==> config.mk <==
export PLATFORM = sky130hd
export DESIGN_NAME = btn_conditioner_flat
export DESIGN_NICKNAME = d
export VERILOG_FILES = /design/src/rtl/sk_pkg.sv /design/src/rtl/btn_conditioner_if.sv /design/src/rtl/btn_debounce.sv /design/src/rtl/btn_conditioner.sv /design/src/flat_wrapper.sv
export SDC_FILE = /design/constraint.sdc
export NUM_CORES = 1
export LEC_CHECK = 0
export BUFFER_PORTS_ARGS = -buffer_cell sky130_fd_sc_hd__buf_2
export CORE_MARGIN = 4
export CORE_UTILIZATION = 60
export DETAILED_ROUTE_END_ITERATION = 16
export GPL_TIMING_DRIVEN = 0
export PLACE_DENSITY_LB_ADDON = 0.2
export SKIP_LAST_GASP = 1
export SYNTH_ARGS = -nofsm -noshare
export SYNTH_HDL_FRONTEND = slang
export SYNTH_SLANG_ARGS = --single-unit
==> constraint.sdc <==
create_clock -name clk -period 3.7 [get_ports clk]
set_input_delay 0.555 -clock clk [delete_from_list [all_inputs] [get_ports clk]]
set_output_delay 0.555 -clock clk [all_outputs]
set_load 0.01 [all_outputs]
==> src/rtl/sk_pkg.sv <==
// Shared constants for the button front end: button indices, charge FSM
// encoding and the default debounce interval.
package sk_pkg;

  localparam int BTN_JUMP  = 0;
  localparam int BTN_SHOOT = 1;
  localparam int BTN_RST   = 2;

  localparam int DEBOUNCE_CYCLES_DEFAULT = 1000000;

  typedef logic [1:0] chg_state_t;

  localparam logic [1:0] ST_IDLE    = 2'd0;
  localparam logic [1:0] ST_CHARGE  = 2'd1;
  localparam logic [1:0] ST_RELEASE = 2'd2;

endpackage

==> src/rtl/btn_conditioner_if.sv <==
// Bundle of the tick input, raw buttons and all conditioned button outputs.
interface btn_conditioner_if #(
  parameter int N_BTN    = 3,
  parameter int CHARGE_W = 5
);
  logic                sim_clk;
  logic [N_BTN-1:0]    btn_raw;
  logic [N_BTN-1:0]    btn_level;
  logic [N_BTN-1:0]    btn_press;
  logic                jump_fire;
  logic [CHARGE_W-1:0] jump_charge;
  logic                charging;

  modport master (
    output sim_clk, btn_raw,
    input  btn_level, btn_press, jump_fire, jump_charge, charging
  );

  modport slave (
    input  sim_clk, btn_raw,
    output btn_level, btn_press, jump_fire, jump_charge, charging
  );
endinterface

==> src/rtl/btn_debounce.sv <==
// One button bit: two-flop synchroniser followed by a stability counter that
// only flips the accepted level after DEBOUNCE_CYCLES consecutive mismatches.
module btn_debounce #(
  parameter int DEBOUNCE_CYCLES = 1000000,
  parameter int CNT_W           = 20
) (
  input  logic clk,
  input  logic reset,
  input  logic raw,
  output logic level
);
  logic             meta_q, meta_d;
  logic             sync_q, sync_d;
  logic             level_q, level_d;
  logic [CNT_W-1:0] cnt_q, cnt_d;

  always_comb begin
    meta_d  = raw;
    sync_d  = meta_q;
    level_d = level_q;
    cnt_d   = '0;
    // Any cycle where sync agrees with the level restarts the count.
    if (sync_q != level_q) begin
      if (cnt_q == CNT_W'(DEBOUNCE_CYCLES - 1)) begin
        level_d = ~level_q;
      end else begin
        cnt_d = cnt_q + CNT_W'(1);
      end
    end
  end

  always_ff @(posedge clk or posedge reset) begin
    if (reset) begin
      meta_q  <= 1'b0;
      sync_q  <= 1'b0;
      level_q <= 1'b0;
      cnt_q   <= '0;
    end else begin
      meta_q  <= meta_d;
      sync_q  <= sync_d;
      level_q <= level_d;
      cnt_q   <= cnt_d;
    end
  end

  assign level = level_q;
endmodule

==> src/rtl/btn_conditioner.sv <==
// Debounces the buttons, re-times press events onto sim_clk ticks and measures
// the jump hold time in ticks for the charge jump.
module btn_conditioner
  import sk_pkg::*;
#(
  parameter int N_BTN           = 3,
  parameter int DEBOUNCE_CYCLES = DEBOUNCE_CYCLES_DEFAULT,
  parameter int CNT_W           = 20,
  parameter int CHARGE_W        = 5,
  parameter int CHARGE_MAX      = 31
) (
  input  logic               clk,
  input  logic               reset,
  btn_conditioner_if.slave   bus
);
  logic [N_BTN-1:0]    level;
  logic [N_BTN-1:0]    rise;
  logic                tick;
  logic                jump_fall;

  logic                sim_clk_q, sim_clk_d;
  logic [N_BTN-1:0]    level_prev_q, level_prev_d;
  logic [N_BTN-1:0]    pend_q, pend_d;
  logic [N_BTN-1:0]    press_q, press_d;
  chg_state_t          state_q, state_d;
  logic [CHARGE_W-1:0] chg_cnt_q, chg_cnt_d;
  logic [CHARGE_W-1:0] rel_val_q, rel_val_d;
  logic [CHARGE_W-1:0] charge_out_q, charge_out_d;
  logic                fire_q, fire_d;
  logic                rise_hold_q, rise_hold_d;

  for (genvar gi = 0; gi < N_BTN; gi++) begin : g_db
    btn_debounce #(
      .DEBOUNCE_CYCLES(DEBOUNCE_CYCLES),
      .CNT_W          (CNT_W)
    ) u_db (
      .clk  (clk),
      .reset(reset),
      .raw  (bus.btn_raw[gi]),
      .level(level[gi])
    );
  end

  always_comb begin
    tick         = bus.sim_clk & ~sim_clk_q;
    rise         = level & ~level_prev_q;
    jump_fall    = ~level[BTN_JUMP] & level_prev_q[BTN_JUMP];
    sim_clk_d    = bus.sim_clk;
    level_prev_d = level;

    // A rise in the tick cycle itself lands in pend for the following tick.
    press_d = press_q;
    pend_d  = pend_q | rise;
    if (tick) begin
      press_d = pend_q;
      pend_d  = rise;
    end

    state_d      = state_q;
    chg_cnt_d    = chg_cnt_q;
    rel_val_d    = rel_val_q;
    fire_d       = fire_q;
    charge_out_d = charge_out_q;
    rise_hold_d  = rise_hold_q;
    if (tick) begin
      fire_d       = 1'b0;
      charge_out_d = '0;
    end

    case (state_q)
      ST_IDLE: begin
        if (rise[BTN_JUMP]) begin
          state_d   = ST_CHARGE;
          chg_cnt_d = '0;
        end
      end
      ST_CHARGE: begin
        if (tick && chg_cnt_q != CHARGE_W'(CHARGE_MAX)) begin
          chg_cnt_d = chg_cnt_q + CHARGE_W'(1);
        end
        // Latch the post-increment value so a coincident tick is counted.
        if (jump_fall) begin
          rel_val_d = chg_cnt_d;
          state_d   = ST_RELEASE;
        end
      end
      ST_RELEASE: begin
        if (rise[BTN_JUMP]) begin
          rise_hold_d = 1'b1;
        end
        if (tick) begin
          fire_d       = 1'b1;
          charge_out_d = rel_val_q;
          rise_hold_d  = 1'b0;
          if (rise_hold_q || rise[BTN_JUMP]) begin
            state_d   = ST_CHARGE;
            chg_cnt_d = '0;
          end else begin
            state_d = ST_IDLE;
          end
        end
      end
      default: state_d = ST_IDLE;
    endcase
  end

  always_ff @(posedge clk or posedge reset) begin
    if (reset) begin
      sim_clk_q    <= 1'b0;
      level_prev_q <= '0;
      pend_q       <= '0;
      press_q      <= '0;
      state_q      <= ST_IDLE;
      chg_cnt_q    <= '0;
      rel_val_q    <= '0;
      charge_out_q <= '0;
      fire_q       <= 1'b0;
      rise_hold_q  <= 1'b0;
    end else begin
      sim_clk_q    <= sim_clk_d;
      level_prev_q <= level_prev_d;
      pend_q       <= pend_d;
      press_q      <= press_d;
      state_q      <= state_d;
      chg_cnt_q    <= chg_cnt_d;
      rel_val_q    <= rel_val_d;
      charge_out_q <= charge_out_d;
      fire_q       <= fire_d;
      rise_hold_q  <= rise_hold_d;
    end
  end

  assign bus.btn_level   = level;
  assign bus.btn_press   = press_q;
  assign bus.jump_fire   = fire_q;
  assign bus.jump_charge = charge_out_q;
  assign bus.charging    = (state_q == ST_CHARGE);
endmodule

==> src/flat_wrapper.sv <==
// flat-port wrapper written by rule: the top's interface ports become plain ports
module btn_conditioner_flat import sk_pkg::*;
#(
  parameter int N_BTN           = 3,
  parameter int DEBOUNCE_CYCLES = DEBOUNCE_CYCLES_DEFAULT,
  parameter int CNT_W           = 20,
  parameter int CHARGE_W        = 5,
  parameter int CHARGE_MAX      = 31
)
  (clk, reset, bus_sim_clk, bus_btn_raw, bus_btn_level, bus_btn_press, bus_jump_fire, bus_jump_charge, bus_charging);
  btn_conditioner_if #(.N_BTN(N_BTN), .CHARGE_W(CHARGE_W)) bus_i ();
  input  logic clk;
  input  logic reset;
  input wire logic [$bits(bus_i.sim_clk)-1:0] bus_sim_clk;
  input wire logic [$bits(bus_i.btn_raw)-1:0] bus_btn_raw;
  output wire logic [$bits(bus_i.btn_level)-1:0] bus_btn_level;
  output wire logic [$bits(bus_i.btn_press)-1:0] bus_btn_press;
  output wire logic [$bits(bus_i.jump_fire)-1:0] bus_jump_fire;
  output wire logic [$bits(bus_i.jump_charge)-1:0] bus_jump_charge;
  output wire logic [$bits(bus_i.charging)-1:0] bus_charging;
  assign bus_i.sim_clk = bus_sim_clk;
  assign bus_i.btn_raw = bus_btn_raw;
  assign bus_btn_level = bus_i.btn_level;
  assign bus_btn_press = bus_i.btn_press;
  assign bus_jump_fire = bus_i.jump_fire;
  assign bus_jump_charge = bus_i.jump_charge;
  assign bus_charging = bus_i.charging;
  btn_conditioner #(.N_BTN(N_BTN), .DEBOUNCE_CYCLES(DEBOUNCE_CYCLES), .CNT_W(CNT_W), .CHARGE_W(CHARGE_W), .CHARGE_MAX(CHARGE_MAX)) u_core (.clk(clk), .reset(reset), .bus(bus_i));
endmodule
# == Word-level counts from Yosys, hierarchy flattened ==
# Index checks and enable logic that the tools add are counted.
# W data, S select, Z words.
# totals
ff_bits,98
in_bits,6
# classes
n_bitwise,9
n_eq_ne,13
reduce_logical,12
addsub,4
n_mux,25
# op_table
operator,n
$mux W20,6
$add A20 B1 Y20 const B,3
$eq A20 B20 Y1 const B,3
$mux W5,7
$pmux W5 S3,1
$reduce_and A2 Y1,5
$ne A2 B1 Y1 const B,4
$mux W1,6
$mux W2,3
$pmux W2 S3,1
$add A5 B1 Y5 const B,1
$ne A5 B5 Y1 const B,1
$not A1 Y1,4
$reduce_and A4 Y1,1
$and A3 B3 Y3,1
$mux W3,1
$ne A1 B1 Y1,3
$not A3 Y3,1
$or A3 B3 Y3,1
$reduce_and A3 Y1,1
$reduce_bool A3 Y1,1
$and A1 B1 Y1,2
$eq A2 B1 Y1 const B,1
$eq A2 B2 Y1 const B,1
other kinds (4),4

# == Depth between registers and ports, before layout ==
# Gate-level depths: netlist (run 1).
# logic_depth
word_depth,6
ltp_mapped,7
mapped_depth_nobuf,7

# == By module ==
# A second synthesis (run 1) with hierarchy kept.
# unflattened
hier_cells,434
hier_area_um2,4660.7
# by_module_without_submodules
mod,seq_area_each_um2,area_per_inst_um2,n_inst,cells_each
btn_debounce,575.6,1118.6,3,107
btn_conditioner,725.7,1305.0,1,113

# == Least setup slack after synthesis (run 1) ==
# No wires, ideal clock.
# synth_path
path_type,flip-flop to flip-flop
from,register u_core.chg_cnt_q[0]
to,register u_core.rel_val_q[2]
setup_ps,125
period_less_slack_ps,2291
stages_incl_launch_ff,8
arrival_time_ps,2166
path_slack_ps,1409
path_cell_list,dfrtp_1 ha_1 and3_1 ha_1 nor3b_1 nand2_1 xnor2_1 mux2_2
# synth_between
elab_chain_cells,3
word_cells_on_any_way,4
classes_between,add/sub: 1; eq/ne: 1; mux: 1; reduce/logical: 1
# synth_rtl
element,line,source
start: declaration,btn_conditioner.sv:26,"logic [CHARGE_W-1:0] chg_cnt_q, chg_cnt_d;"
start signal: assignment,btn_conditioner.sv:125,chg_cnt_q <= chg_cnt_d;
"parallel branches: the longest is 2 deep, another holds $add A5 B1 Y5",n/a,
$mux W5 (*),btn_conditioner.sv:78,if (tick && chg_cnt_q != CHARGE_W'(CHARGE_MAX)) begin
end signal: assignment,btn_conditioner.sv:126,rel_val_q <= rel_val_d;
end: declaration,btn_conditioner.sv:27,"logic [CHARGE_W-1:0] rel_val_q, rel_val_d;"
# Every way passes the cells marked *.
# A chain may end at the register's enable or synchronous reset.

# == Worst setup path in the final report (run 1) ==
# Same ends and word-level chain as after synthesis.

==> results.tsv, run 1 <==
stage	metric	value	unit
outcome	run status	complete, no violations	
timing	RSZ-0062 raised after global routing	false	
setup_path	Max Fanout on Critical Path	7	
placement	post-DP HPWL	5.19	mm
job	max cap viols	0	
yosys	cell area after synthesis	0.00446	mm²
setup_path	crit path kind	reg -> reg	
drt	Via density	5.63	
floorplanning	Core Rows	31	
clocking	TritonCTS Sinks	98	
timing	final worst-path cycle share	69.0	%
drt	via count	3176	
yosys	Post-synth EDFFs	0	
global_route	total grt overflow	0	
floorplanning	IO Pins	19	
placement	Post-DP Area	0.00470	mm²
placement	Inst Count DP	548	
floorplanning	Die ar.	0.00888	mm²
timing	Slew HR	37.4	%
global_route	first-pass GRT wire length	13.3	mm
setup_path	critical path required time	3.95	ns
clocking	CTS tree	built	
yosys	Synth area leaders	dfrtp_1 (55%), xor2_1 (4.3%), nor2_1 (4.1%)	
placement	Final GP Congestion	0.787	
timing	Tightest Pin Transition	0.936	ns
floorplanning	chip width	94.2	µm
finish	share of cells above drive strength 1	13.1	%
setup_path	Crit. End Element	flop	
pwr	maximum VDD drop	0.246	mV
worst_hold_path	HP Class	in -> async	
setup_path	type of origin of the critical path	flop	
yosys	syn avg cell area	10.4	µm²
finish	most common cell after layout, fill and taps aside	dfrtp_1	
pwr	Leakage	2.12	nW
clocking	post-CTS setup buffers	0	
finish	most frequent cells in the layout	dfrtp_1 (98), nor2_1 (49), a21oi_1 (28)	
finish	fin nets	471	
yosys	sequential-to-total area share from yosys stat	55.0	%
clocking	hold buffers post-CTS	0	
setup_path	Data arrival, critical path	2.81	ns
clocking	Worst-path clk slew	0.10	ns
yosys	register bit total from synthesis	98	
finish	area grow syn2layout	10.1	%
drt	Avg WL per Cell	13.4	µm
timing	# setup viols final	0	
global_route	largest net degree at the start of global routing	68	
timing	final period demand of the worst path	2.55	ns
timing	Worst Setup Slack, final	1.15	ns
timing	skew final	0.00913	ns
global_route	GRT Util Overall	18.6	%
clocking	post-cts sizing count	0	
drt	DRT Wirelength	7.54	mm
drt	Iter 0 DRT Violations	117	
drt	ANT nets after route	0	
timing	Final TNS setup	0	ns
pwr	pwr dens	397	mW/mm²
finish	Post-Layout Cell Count	564	
clocking	Clock Path Buffers	2	
drt	number of remaining DRC errors	0	
floorplanning	Vert. Die Dim	94.2	µm
yosys	fraction of registers with async set/reset	100	%
floorplanning	Initial Utilization	61.5	%
global_route	initial antenna violation count	0	
floorplanning	Core ar.	0.00725	mm²
yosys	area share of the leading cell type in the synthesized netlist	55.0	%
clocking	CTS Buf Count	9	
yosys	Mapped Cells	430	
yosys	commonest register cell after synthesis	dfrtp_1	
yosys	syn_nets	441	
timing	max-slew violation count	0	
clocking	H-tree level count	3	
placement	Place WS	1.15	ns
drt	first-pass iteration count of the detailed router	4	
global_route	number of global-route vias before repair	3029	
clocking	Clk Latency, worst-skew pair	0.36	ns
timing	FMAX	392	MHz
timing	Hold Vio Cnt, Final	0	
yosys	yosys warns	0	
finish	final std cell area, no fill	0.00491	mm²
placement	PortBufs	18	
clocking	clock root cell	clkbuf_8	
yosys	Synth area leader	dfrtp_1	
yosys	count of cell types in the netlist	41	
finish	Ant. Diodes	0	
==> worst paths after layout <==
kind	startpoint	to	slack, ns	depth (start not counted)
worst max-delay path	u_core.chg_cnt_q[0]	u_core.rel_val_q[2]	1.15	7
worst min-delay path	reset	u_core.g_db[0].u_db.cnt_q[4]	0.19	2
worst max register to register	u_core.chg_cnt_q[0]	u_core.rel_val_q[2]	1.15	7
worst min register to register	u_core.g_db[1].u_db.meta_q	u_core.g_db[1].u_db.sync_q	0.36	0
max in group asynchronous	reset	u_core.g_db[1].u_db.level	2.87	3
min in group clk	bus_btn_raw[2]	u_core.g_db[2].u_db.meta_q	0.30	1
==> layer usage <==
metal  vias up  part of all wire (%)  wire length [µm]  GRT usage [%]
li1       1583                     -                 -              -
met1      1527                    47              3580           25.9
met2        53                    48              3580           29.1
met3        13                   3.3               247           2.96
met4         0                   1.7               131           7.70
met5         -                     0                 0              0
==> cells in the mapped netlist (2+ instances only) <==
library cell / count
nand4_1: 7
nand2_1: 24
buf_2: 7
or3_1: 13
a21o_1: 3
nand3_1: 25
buf_4: 3
or4_1: 13
inv_1: 15
a22o_1: 7
o31ai_1: 9
ha_1: 5
nor2_1: 49
a21oi_1: 28
nand2b_1: 4
o21ai_0: 21
xnor2_1: 16
clkbuf_1: 7
or4b_1: 3
dfrtp_1: 98
nor3_1: 9
and3_1: 8
and2_1: 2
xor2_1: 22
o21ai_1: 2
mux2i_1: 2
and4_1: 4
nor3b_1: 2
nor4_1: 3
mux2_2: 8
==> final cells by class <==
| type | count | area, µm² |
|---|---|---|
| Fill cell | 553 | 2340 |
| Timing Repair Buffer | 19 | 118 |
| Inverter | 15 | 58.8 |
| Buffer | 17 | 83.8 |
| Clock inverter | 7 | 83.8 |
| Multi-Input combinational cell | 300 | 1870 |
| Sequential cell | 98 | 2450 |
| Clock buffer | 9 | 124 |
| Tap cell | 99 | 124 |
==> logic make-up after synthesis <==
family | Yosys count | synth area share, %
compound gates | 73 | 9.68
xor+xnor | 38 | 7.46
fa+ha+maj | 5 | 1.40
buf+inv | 32 | 3.14
flops | 98 | 55.0
mux | 10 | 2.47
simple gates | 174 | 20.9
==> where the power goes <==
group	switching (mW)	total (mW)	internal [mW]	leakage (nW)
Clock	0.384	0.709	0.324	0.102
Sequential	0.0320	1.13	1.10	1.31
Combinational	0.0669	0.111	0.0444	0.708
==> critical path: stages (launching register included) <==
cell     delay (ns)
dfrtp_1        0.44
ha_1           0.25
and3_1         0.20
ha_1           0.19
nor3b_1        0.76
nand2_1        0.20
xnor2_1        0.17
mux2_2         0.26
==> per-stage QoR <==
step / total power, mW / util (%) / hold WS, ns
after floorplan: 1.23 / - / 0.331
after global placement: 1.26 / 64.4 / 0.335
after detailed placement: 1.27 / 64.9 / 0.336
after CTS: 1.97 / 67.7 / 0.194
after global routing: 2.03 / 67.7 / 0.209
final: 1.95 / 67.7 / 0.189
==> registers in the layout, summed over array words and instances (netlist names), named ones only <==
name	flops
u_core.sim_clk_q	1
u_core.g_db.u_db.meta_q	3
u_core.bus.btn_press	3
u_core.chg_cnt_q	5
u_core.pend_q	3
u_core.g_db.u_db.sync_q	3
u_core.level_prev_q	3
u_core.state_q	2
u_core.rise_hold_q	1
u_core.g_db.u_db.cnt_q	60
u_core.rel_val_q	5
u_core.g_db.u_db.level	3
Power figures use the tool's default switching activity.
==> inputs of run 2 (changes only) <==
- CORE_UTILIZATION: 60 -> 55
- clock period: 3.7 -> 2.24 ns (I/O delays scaled with it)
==> results.tsv, run 2 (same netlist as run 1, synthesis figures left out) <==
stage	metric	value	unit	change
global_route	number of global-route vias before repair	3135		+3.5%
floorplanning	Vert. Die Dim	98.1	µm	+4.1%
pwr	Leakage	2.12	nW	about the same
setup_path	critical path depth in cells	5		-2
finish	fin nets	473		+0.42%
setup_path	critical-path cell list	or4b_1 -> or4_1 -> o21ai_1 -> buf_2 -> nor2_1		
global_route	largest net degree at the start of global routing	42		-38%
global_route	first-pass GRT wire length	13.9	mm	+5.2%
clocking	CTS Buf Count	9		unchanged
setup_path	reg-to-reg critical path startpoint	u_core.g_db[0].u_db.cnt_q[12]		
timing	Final TNS setup	0	ns	unchanged
finish	share of cells above drive strength 1	14.1	%	+1.0 points
timing	skew final	0.0131	ns	+0.00402 ns
finish	most common cell after layout, fill and taps aside	dfrtp_1		
setup_path	CP peak stage delay	0.58	ns	-0.18 ns
clocking	TritonCTS Sinks	98		unchanged
setup_path	Crit path max-delay family	simple AND/OR/NAND/NOR gates		
floorplanning	Initial Utilization	57.1	%	-4.4 points
floorplanning	IO Pins	19		unchanged
drt	via count	3156		-0.63%
timing	Slew HR	40.2	%	+2.8 points
pwr	Clock Power Share	33.9	%	-2.4 points
clocking	Worst-path clk slew	0.10	ns	about the same
clocking	Clock Path Buffers	2		unchanged
clocking	clock root cell	clkbuf_8		
timing	Hold Vio Cnt, Final	0		unchanged
drt	Avg WL per Cell	13.6	µm	+1.5%
placement	Final GP Congestion	0.809		+2.8%
setup_path	critical path required time	2.47	ns	-1.48 ns
finish	Top Registers	u_core.g_db.u_db.cnt_q (60), u_core.chg_cnt_q (5), u_core.rel_val_q (5)		
pwr	maximum VDD drop	0.378	mV	+54%
global_route	total grt overflow	0		unchanged
setup_path	Crit. End Element	flop		
worst_hold_path	hold path endpoint	u_core.g_db[1].u_db.meta_q		
pwr	total power draw	3.13	mW	+60%
pwr	P_sw	783	µW	+62%
pwr	sequential power share	60.0	%	+2.0 points
floorplanning	chip width	98.1	µm	+4.1%
floorplanning	Core Rows	32		+3.2%
timing	FMAX	469	MHz	+20%
worst_hold_path	HP Class	in -> reg		
pwr	Comb power frac	6.2	%	+0.5 points
drt	ANT nets after route	0		unchanged
finish	most frequent cells in the layout	dfrtp_1 (97), nor2_1 (49), a21oi_1 (28)		
worst_hold_path	hold path start	bus_btn_raw[1]		
setup_path	crit path kind	reg -> reg		
finish	flip-flop count of the largest register after layout	60		unchanged
timing	Tightest Pin Transition	0.895	ns	-0.0414 ns
drt	Iter 0 DRT Violations	119		+1.7%
setup_path	Reg2Reg Depth	5		-2
drt	Via density	5.55		-1.5%
clocking	Clk Latency, worst-skew pair	0.36	ns	about the same
setup_path	Max Fanout on Critical Path	10		+3
setup_path	Reg-to-Reg End	u_core.g_db[0].u_db.cnt_q[5]		
setup_path	type of origin of the critical path	flop		
clocking	H-tree level count	3		unchanged
finish	area grow syn2layout	10.9	%	
global_route	GRT Util Overall	17.4	%	-1.2 points
setup_path	slowest CP cell	or4_1		
finish	Ant. Diodes	0		unchanged
placement	post-DP HPWL	5.38	mm	+3.7%
outcome	run status	complete, no violations		
placement	PortBufs	18		unchanged
clocking	hold buffers post-CTS	0		unchanged
finish	Biggest register	u_core.g_db.u_db.cnt_q		
timing	final worst-path cycle share	95.2	%	+26 points
clocking	CTS tree	built		
worst_hold_path	hold path depth	1		
placement	Place WS	0.0627	ns	-1.09 ns
timing	max-slew violation count	0		unchanged
floorplanning	Core ar.	0.00781	mm²	+7.6%
timing	final period demand of the worst path	2.13	ns	-0.422 ns
setup_path	CP bufs+invs	1		+1
drt	number of remaining DRC errors	0		unchanged
timing	Worst Setup Slack, final	0.108	ns	-1.04 ns
global_route	initial antenna violation count	0		unchanged
drt	DRT Wirelength	7.72	mm	+2.4%
pwr	Pint	2.34	mW	+60%
drt	first-pass iteration count of the detailed router	4		unchanged
timing	# setup viols final	0		unchanged
job	max cap viols	0		unchanged
timing	RSZ-0062 raised after global routing	false		
setup_path	Data arrival, critical path	2.37	ns	-0.44 ns
pwr	switching part of the total	25.0	%	+0.30 points
setup_path	reg-to-reg slack, setup	0.11	ns	-1.04 ns
floorplanning	Die ar.	0.00961	mm²	+8.3%
pwr	pwr dens	632	mW/mm²	+59%
run 2: repair_timing:
action / CTS / global route
buffers inserted: 0 / 1
setup endpoints to repair: 0 / 6
resized for setup: 0 / 4
run 2: routing by layer:
metal  up-vias  global-route usage (%)  part of all wire [%]  wire (µm)
li1       1573                       -                     -          -
met1      1543                    23.2                    48       3670
met2        36                    28.8                    49       3750
met3         4                    4.07                   2.9        222
met4         0                    4.69                   1.0         79
met5         -                       0                     0          0
run 2: worst max-delay path by stage:
stage	startpoint	endpoint	slack, ns
finish	u_core.g_db[0].u_db.cnt_q[12]	u_core.g_db[0].u_db.cnt_q[5]	0.11
detailed placement	u_core.chg_cnt_q[0]	u_core.rel_val_q[2]	0.06
floorplan	u_core.chg_cnt_q[0]	u_core.rel_val_q[2]	0.22
CTS	u_core.chg_cnt_q[0]	u_core.rel_val_q[2]	0.03
global route	u_core.g_db[1].u_db.cnt_q[1]	u_core.g_db[1].u_db.cnt_q[18]	0.002
global placement	u_core.chg_cnt_q[0]	u_core.rel_val_q[2]	0.07
run 2: stage by stage:
| stage | hold WS (ns) | utilization (%) | std cells | area [µm²] |
|---|---|---|---|---|
| 2_1_floorplan | 0.331 | - | 430 | 4470 |
| 3_3_place_gp | 0.333 | 60.0 | 550 | 4690 |
| 3_5_place_dp | 0.336 | 60.6 | 552 | 4730 |
| 4_1_cts | 0.0561 | 63.0 | 568 | 4920 |
| 5_1_grt | 0.0503 | 63.4 | 569 | 4950 |
| 6_report | 0.0793 | 63.4 | 569 | 4950 |
run 2: final cells by class:
cell class,count,area [µm²]
fillers,625,2860
clock inverters,6,47.5
multi-input cells,300,1890
plain buffers,17,83.8
repair buffers,21,145
flip-flops and latches,98,2450
well taps,102,128
clock buffers,10,138
inverters,15,60.1
run 2: power groups by stage:
stage | Clock, mW | Sequential, mW | Combinational (mW)
floorplan | 0 | 1.89 | 0.141
global placement | 0 | 1.90 | 0.176
detailed placement | 0 | 1.91 | 0.191
CTS | 1.10 | 1.87 | 0.193
global route | 1.17 | 1.88 | 0.226
finish | 1.06 | 1.87 | 0.193
